<file path="src/rtl/period_meter.sv">
// period_meter: cycles between successive rising edges of a pulse stream.
// Define PERIOD_METER_COMPARE_EN to build the Expected comparator (o_Match).
module period_meter #(
  parameter int Bits       = 16,
  parameter int SyncStages = 2,
  parameter int Expected   = 10
) (
  input  logic            i_Clock,
  input  logic            i_Reset_n,
  input  logic            i_Pulse,
  input  logic            i_Enable,
  input  logic            i_Ack,
  output logic [Bits-1:0] o_Period,
  output logic            o_Valid,
  output logic            o_Overflow,
  output logic            o_Overrun,
  output logic            o_Match
);

  localparam logic [Bits-1:0] MaxCnt = '1;

  typedef enum logic [1:0] {
    IDLE  = 2'd0,
    ARMED = 2'd1,
    COUNT = 2'd2
  } state_e;

  state_e                state_q, state_d;
  logic [SyncStages-1:0] sync_q, sync_d;
  logic                  prev_q, prev_d;
  logic [Bits-1:0]       cnt_q, cnt_d;
  logic [Bits-1:0]       period_q, period_d;
  logic                  valid_q, valid_d;
  logic                  ovf_q, ovf_d;
  logic                  ovr_q, ovr_d;
  logic                  pulse_edge;
  logic                  load;

  assign pulse_edge = sync_q[SyncStages-1] & ~prev_q;
  assign load       = i_Enable & (state_q == COUNT) & pulse_edge;

  // Synchronizer shift and edge-detect history.
  always_comb begin
    sync_d = {sync_q[SyncStages-2:0], i_Pulse};
    prev_d = sync_q[SyncStages-1];
  end

  // All state registers, cleared asynchronously.
  always_ff @(posedge i_Clock or negedge i_Reset_n) begin
    if (!i_Reset_n) begin
      state_q  <= IDLE;
      sync_q   <= '0;
      prev_q   <= 1'b0;
      cnt_q    <= '0;
      period_q <= '0;
      valid_q  <= 1'b0;
      ovf_q    <= 1'b0;
      ovr_q    <= 1'b0;
    end else begin
      state_q  <= state_d;
      sync_q   <= sync_d;
      prev_q   <= prev_d;
      cnt_q    <= cnt_d;
      period_q <= period_d;
      valid_q  <= valid_d;
      ovf_q    <= ovf_d;
      ovr_q    <= ovr_d;
    end
  end

  // Next-state: disable always wins and returns to IDLE.
  always_comb begin
    state_d = state_q;
    if (!i_Enable) begin
      state_d = IDLE;
    end else begin
      unique case (state_q)
        IDLE:    state_d = ARMED;
        ARMED:   state_d = pulse_edge ? COUNT : ARMED;
        COUNT:   state_d = COUNT;
        default: state_d = IDLE;
      endcase
    end
  end

  // Counter: restarts at 1 on each edge, saturates at all-ones.
  always_comb begin
    cnt_d = cnt_q;
    if (!i_Enable) begin
      cnt_d = '0;
    end else begin
      unique case (state_q)
        IDLE:    cnt_d = '0;
        ARMED:   cnt_d = pulse_edge ? Bits'(1) : cnt_q;
        COUNT: begin
          if (pulse_edge)           cnt_d = Bits'(1);
          else if (cnt_q != MaxCnt) cnt_d = cnt_q + Bits'(1);
        end
        default: cnt_d = '0;
      endcase
    end
  end

  // Result registers and valid/ack/overrun bookkeeping.
  always_comb begin
    period_d = load ? cnt_q : period_q;
    ovf_d    = load ? (cnt_q == MaxCnt) : ovf_q;
    valid_d  = valid_q;
    ovr_d    = ovr_q;
    if (!i_Enable) begin
      valid_d = 1'b0;
      ovr_d   = 1'b0;
    end else if (load) begin
      valid_d = 1'b1;
      if (valid_q && !i_Ack) ovr_d = 1'b1;
    end else if (i_Ack) begin
      valid_d = 1'b0;
    end
  end

  assign o_Period   = period_q;
  assign o_Valid    = valid_q;
  assign o_Overflow = ovf_q;
  assign o_Overrun  = ovr_q;

`ifdef PERIOD_METER_COMPARE_EN
  logic match_q, match_d;

  // Match flag rides with the result and clears with o_Valid.
  always_comb begin
    match_d = match_q;
    if (!i_Enable) begin
      match_d = 1'b0;
    end else if (load) begin
      match_d = (cnt_q == Bits'(Expected)) && (cnt_q != MaxCnt);
    end else if (i_Ack) begin
      match_d = 1'b0;
    end
  end

  // Match register.
  always_ff @(posedge i_Clock or negedge i_Reset_n) begin
    if (!i_Reset_n) match_q <= 1'b0;
    else            match_q <= match_d;
  end

  assign o_Match = match_q;
`else
  // Expected is referenced only so both builds share one parameter list.
  assign o_Match = 1'b0 && (Expected < 0);
`endif

endmodule

</file>
<file path="config.mk">
export PLATFORM = sky130hd
export DESIGN_NAME = period_meter
export DESIGN_NICKNAME = d
export VERILOG_FILES = /design/src/rtl/period_meter.sv
export SDC_FILE = /design/constraint.sdc
export NUM_CORES = 1
export LEC_CHECK = 0
export BUFFER_PORTS_ARGS = -buffer_cell sky130_fd_sc_hd__buf_2
export CAP_MARGIN = 20
export CORE_AREA = 2 2 66 68
export DETAILED_ROUTE_END_ITERATION = 6
export DIE_AREA = 0 0 68 70
export GPL_ROUTABILITY_DRIVEN = 0
export PLACE_DENSITY = 0.7
export SYNTH_ARGS = -nofsm -noshare
export SYNTH_HDL_FRONTEND = slang
export SYNTH_SLANG_ARGS = --single-unit
</file>
<file path="constraint.sdc">
create_clock -name i_Clock -period 1.75 [get_ports i_Clock]
set_clock_uncertainty 0.05 [all_clocks]
set_input_delay 0.175 -clock i_Clock [delete_from_list [all_inputs] [get_ports i_Clock]]
set_output_delay 0.175 -clock i_Clock [all_outputs]
set_load 0.05 [all_outputs]
</file>
# [Yosys cells after proc, flatten, opt, wreduce, memory -nomap -nowiden]
# Index checks and enable logic that the tools add are counted.
[totals] register_bits=40 wordCells=41 inputBits=5 out_inout_bits=20
[op_classes] eq_ne=9 muxes=14 bitwise_logic=4 n_addsub=1 n_reduce_logical=5
[op_table] cell="$mux W16" count=4
[op_table] cell="$pmux W16 S2" count=1
[op_table] cell="$add A16 B1 Y16 const B" count=1
[op_table] cell="$eq A16 B16 Y1 const B" count=1
[op_table] cell="$ne A16 B16 Y1 const B" count=1
[op_table] cell="$mux W1" count=6
[op_table] cell="$pmux W2 S3" count=1
[op_table] cell="$mux W2" count=2
[op_table] cell="$ne A2 B1 Y1 const B" count=2
[op_table] cell="$ne A4 B3 Y1 const B" count=1
[op_table] cell="$reduce_and A2 Y1" count=2
[op_table] cell="$and A1 B1 Y1" count=3
[op_table] cell="$ne A3 B1 Y1 const B" count=1
[op_table] cell="$ne A3 B3 Y1 const B" count=1
[op_table] cell="$eq A2 B1 Y1 const B" count=1
[op_table] cell="$eq A2 B2 Y1 const B" count=1
[op_table] cell="$logic_not A2 Y1" count=1
[op_table] cell="$logic_and A1 B1 Y1" count=1
[op_table] cell="$logic_not A1 Y1" count=1
[op_table] cell="$not A1 Y1" count=1

# [Depth between registers and ports, before layout]
[logic_depth] ltp_word=5 mapped_depth=8 ltp_nobuf=6

# [Least setup slack after synthesis]
# Ideal clock, no wire load.
[synth_timing] path_type="flip-flop to flip-flop" startpoint="reg state_q[0]" endpoint="reg period_q[10] (netlist: o_Period[10])" n_path_buf=2 path_stages_with_launch=8 t_required_ns=1.575 period_less_slack_ns=1.854 arrival_time_ns=1.680 path_slack_ns=-0.104 setup_ns=0.125 cell_sequence="dfrtp_1 -> inv_1 -> ha_1 -> and2_1 -> nand2b_1 -> clkbuf_1 -> buf_2 -> mux2_2"
[synth_via] elab_chain_len=3
[synth_rtl] item="from (decl)" line_no="28" text="state_e state_q, state_d;"
[synth_rtl] item="from (signal assigned)" line_no="60" text="state_q <= state_d;"
[synth_rtl] item="$eq A2 B2 Y1" line_no="40" text="assign load = i_Enable & (state_q == COUNT) & pulse_edge;"
[synth_rtl] item="$and A1 B1 Y1 (2 in a row)" line_no="40"
[synth_rtl] item="to (signal assigned)" line_no="64" text="period_q <= period_d;"
[synth_rtl] item="to (decl)" line_no="32" text="logic [Bits-1:0] period_q, period_d;"
# No other way between the ends.
# A chain may end at the register's enable or synchronous reset.

# [Worst setup path after layout]
[layout_timing] startpoint="reg cnt_q[10]" endpoint="reg cnt_q[12]"
[layout_via] elab_chain_len=5 word_cells_on_any_way=8 classes_between="1 x add/sub; 2 x eq/ne; 4 x mux; 1 x reduce/logical"
[layout_rtl] item="from (decl)" line_no="31" text="logic [Bits-1:0] cnt_q, cnt_d;"
[layout_rtl] item="from (signal assigned)" line_no="63" text="cnt_q <= cnt_d;"
[layout_rtl] item="$add A16 B1 Y16" line_no="97" text="else if (cnt_q != MaxCnt) cnt_d = cnt_q + Bits'(1);"
[layout_rtl] item="$mux W16" line_no="97"
[layout_rtl] item="$mux W16" line_no="96" text="if (pulse_edge) cnt_d = Bits'(1);"
[layout_rtl] item="$pmux W16 S2" line_no="92" text="unique case (state_q)"
[layout_rtl] item="$mux W16" line_no="89" text="if (!i_Enable) begin"
# Several ways; a longest one is shown, not always the timed one. The select of a mux whose other input is x is not followed.

==> out/metrics.yaml <==
clocking:
  clk_latency_ns: 0.30
  h-tree-depth: 2
  cts_sinks: 40
  clk_pin_slew_ns: 0.08
  cts.path.max_buffers: 2
  cts_root_buf: "clkbuf_8"
  cts_made_buffers: 5
  cts_tree: "built"
logic_synthesis:
  synth_cell_types: 43
  synth_mux_area_share_pct: 7.27
  synth_simple_gate_area_share_pct: 18.6
  syn_avg_cell_area_um2: 10.9
  synth_xor_area_share_pct: 0
  ys.flop_type: "dfrtp_1"
  synth_fa_ha_area_share_pct: 3.16
  yosys_warnings: 0
  synth_top_family_by_area: "simple AND/OR/NAND/NOR gates"
  synth-compound-area-share_pct: 16.1
  synth_area_mm2: 0.00198
  synth_seq_cells: 40
  synth_nets: 192
  syn_inst: 182
  synth_edf_count: 0
  ys_seq_area_share_pct: 50.6
  synthArstFlopShare_pct: 100
timing:
  period_needed_ns: 1.88
  slew_headroom_pct: 67.3
  fin_ws_ns: -0.131
  clock.fmax_ghz: 0.532
  rsz0062_at_grt: "true"
  slew_violations: 0
  hold_viol_final: 0
  setup_viol: 7
  tightest_slew_ns: 0.485
  period_share_pct: 107
setup_path:
  reg2reg_depth: 4
  r2r_slack_ns: -0.13
  cp_slowest_cell: "or4_4"
  crit_buf_inv: 0
  endpoint: "cnt_q[12]$_DFFE_PN0P_"
  crit_start: "cnt_q[10]$_DFFE_PN0P_"
  path_depth: 4
  cp_top_family: "simple AND/OR/NAND/NOR gates"
  max_stage_delay_ns: 0.59
  end_kind: "flip-flop"
  critPathKind: "reg2reg"
  arrival_ns: 2.01
  timing.rr.start: "cnt_q[10]$_DFFE_PN0P_"
  r2r_end: "cnt_q[12]$_DFFE_PN0P_"
  startpoint_type: "flip-flop"
  cp_max_fo: 7
  worstPathRequired_ns: 1.88
  cp_cell_sequence: "nand2_1, or4_4, and3_4, a211o_1"
global_route:
  grt_start_max_net_pins: 24
  grt_antenna_before_repair: 0
  grt_pass1_vias: 1763
  grt_pass1_wl_mm: 8.47
  track_usage_pct: 23.8
  grt_overflow_total: 0
floorplan:
  ios: 25
  die_area_mm2: 0.00476
  core_area_mm2: 0.00414
  initial_utilization_pct: 47.7
  die_h_um: 70
  die_x_um: 68
  num_rows: 24
pwr:
  p_sw_uw: 425
  p_int_mw: 1.43
  clock_power_share_pct: 40.4
  p_comb_share_pct: 8.9
  power_leakage_nw: 1.33
  seq_power_share_pct: 50.7
  swShare_pct: 22.9
  ir_drop_mv: 0.401
  total_power_mw: 1.86
  power.density_mw_per_mm2: 663
outcome:
  failed_checks: "setup timing"
  status: "complete, but fails checks"
layout:
  drive_gt1_share_pct: 50.2
  final_area_mm2: 0.00280
  fin_cells: 297
  diodes: 0
  ff_latch_area_mm2: 0.00100
  layout_common_cells: "dfrtp_1, buf_4, buf_2, nand2_1, mux2_2"
  syn_to_final_growth_pct: 41.6
  fin_util_pct: 67.6
  layout_commonest_cell: "dfrtp_1"
  num-nets-final: 254
  multi_input_area_mm2: 0.00111
  nFillCells: 306
placed_design:
  pre_cts_ws_ns: -0.162
  io_buffers: 23
  dp_cells: 276
  postPlaceCellArea_mm2: 0.00237
  hpwlAfterDp_mm: 3.47
hold_path:
  worstHoldStart: "i_Enable"
  worstHoldPathType: "in2reg"
route:
  wl_per_cell_um: 19.5
  dr.pass1.iters: 4
  vias: 1788
  drt-initial-drc-count: 97
  routed_wl_mm: 5.79
  drtAntennaViolNets: 0
  vias_per_cell: 6.02
  remaining_drc_errors: 0
flow_run:
  drv_cap: 0
[sequential cells by signal (all words and copies together) (netlist names)]
signal and cells:
cnt_q 16, o_Period 16, state_q 2, sync_q 2, o_Overflow 1, o_Overrun 1, o_Valid 1, prev_q 1
[worst min-delay path: stages]
cell,delay (ns)
buf_2,0.14
inv_1,0.07
nor3_1,0.05
[how the worst min path moves through the flow]
stage,endpoint,slack (ns),depth (start not counted)
floorplan,cnt_q[0]$_DFFE_PN0P_,-0.17,0
global placement,o_Period[1]$_DFFE_PN0P_,0.09,1
detailed placement,o_Period[1]$_DFFE_PN0P_,0.1,1
CTS,state_q[0]$_DFF_PN0_,0.12,3
global route,state_q[0]$_DFF_PN0_,0.14,3
finish,state_q[0]$_DFF_PN0_,0.13,3
[Yosys cell counts, types with 3 or more instances]
library cell,count,area [µm²]
and4_1,3,26.3
mux2_2,11,124
a211o_1,4,35.0
nand2_1,14,52.6
o211ai_1,3,22.5
nand4_1,6,37.5
nor3_1,5,25.0
a21boi_0,6,45.0
ha_1,5,62.6
nand2b_1,3,18.8
a311oi_1,6,52.6
a2bb2oi_1,5,43.8
and3_1,5,31.3
clkbuf_1,6,22.5
o21ai_0,8,40.0
dfrtp_1,40,1000
inv_1,9,33.8
or4_1,3,22.5
nand3_1,10,50.1
[area by class of cell]
type	count	area share, %
repair buffers	65	17.0
clock inverters	2	1.25
inverters	9	1.21
multi-input cells	123	39.8
flip-flops and latches	40	35.8
clock buffers	6	2.59
well taps	52	2.32
[layer usage]
layer	GRT usage (%)	wire length (µm)	up-vias
li1	-	-	802
met1	28.2	2130	884
met2	40.1	3110	74
met3	5.15	283	28
met4	10.7	265	0
met5	0	0	-
[stage by stage]
stage / hold WS (ns) / TNS [ns]
after global placement: 0.0856 / -0.483
after global routing: 0.144 / -1.31
final: 0.133 / -0.451
after detailed placement: 0.0972 / -1.26
after floorplan: -0.171 / -0.0153
after CTS: 0.119 / 0
[logic make-up (layout without fill, tap and decap cells)]
family	after synthesis	count (layout)
AOI/OAI and AO/OA	42	42
adders and majority gates	5	5
buffers and inverters	19	82
DFF	40	40
muxes	13	13
other	1	1
and+or+nand+nor	62	62
[power groups by stage]
| stage | clock network [mW] | registers, mW | logic (mW) |
|---|---|---|---|
| global placement | 0 | 0.958 | 0.114 |
| detailed placement | 0 | 0.959 | 0.120 |
| finish | 0.750 | 0.941 | 0.166 |
| CTS | 0.751 | 0.940 | 0.155 |
| global route | 0.803 | 0.942 | 0.177 |
| floorplan | 0 | 0.962 | 0.0511 |
[timing repair]
action,CTS,global route
pin swaps,4,17
gates resized for setup,24,25
hold buffers,2,0
setup endpoints to repair,12,20
endpoints found under the hold margin,18,0
setup buffers,6,5
(Power assumes the default switching activity.)
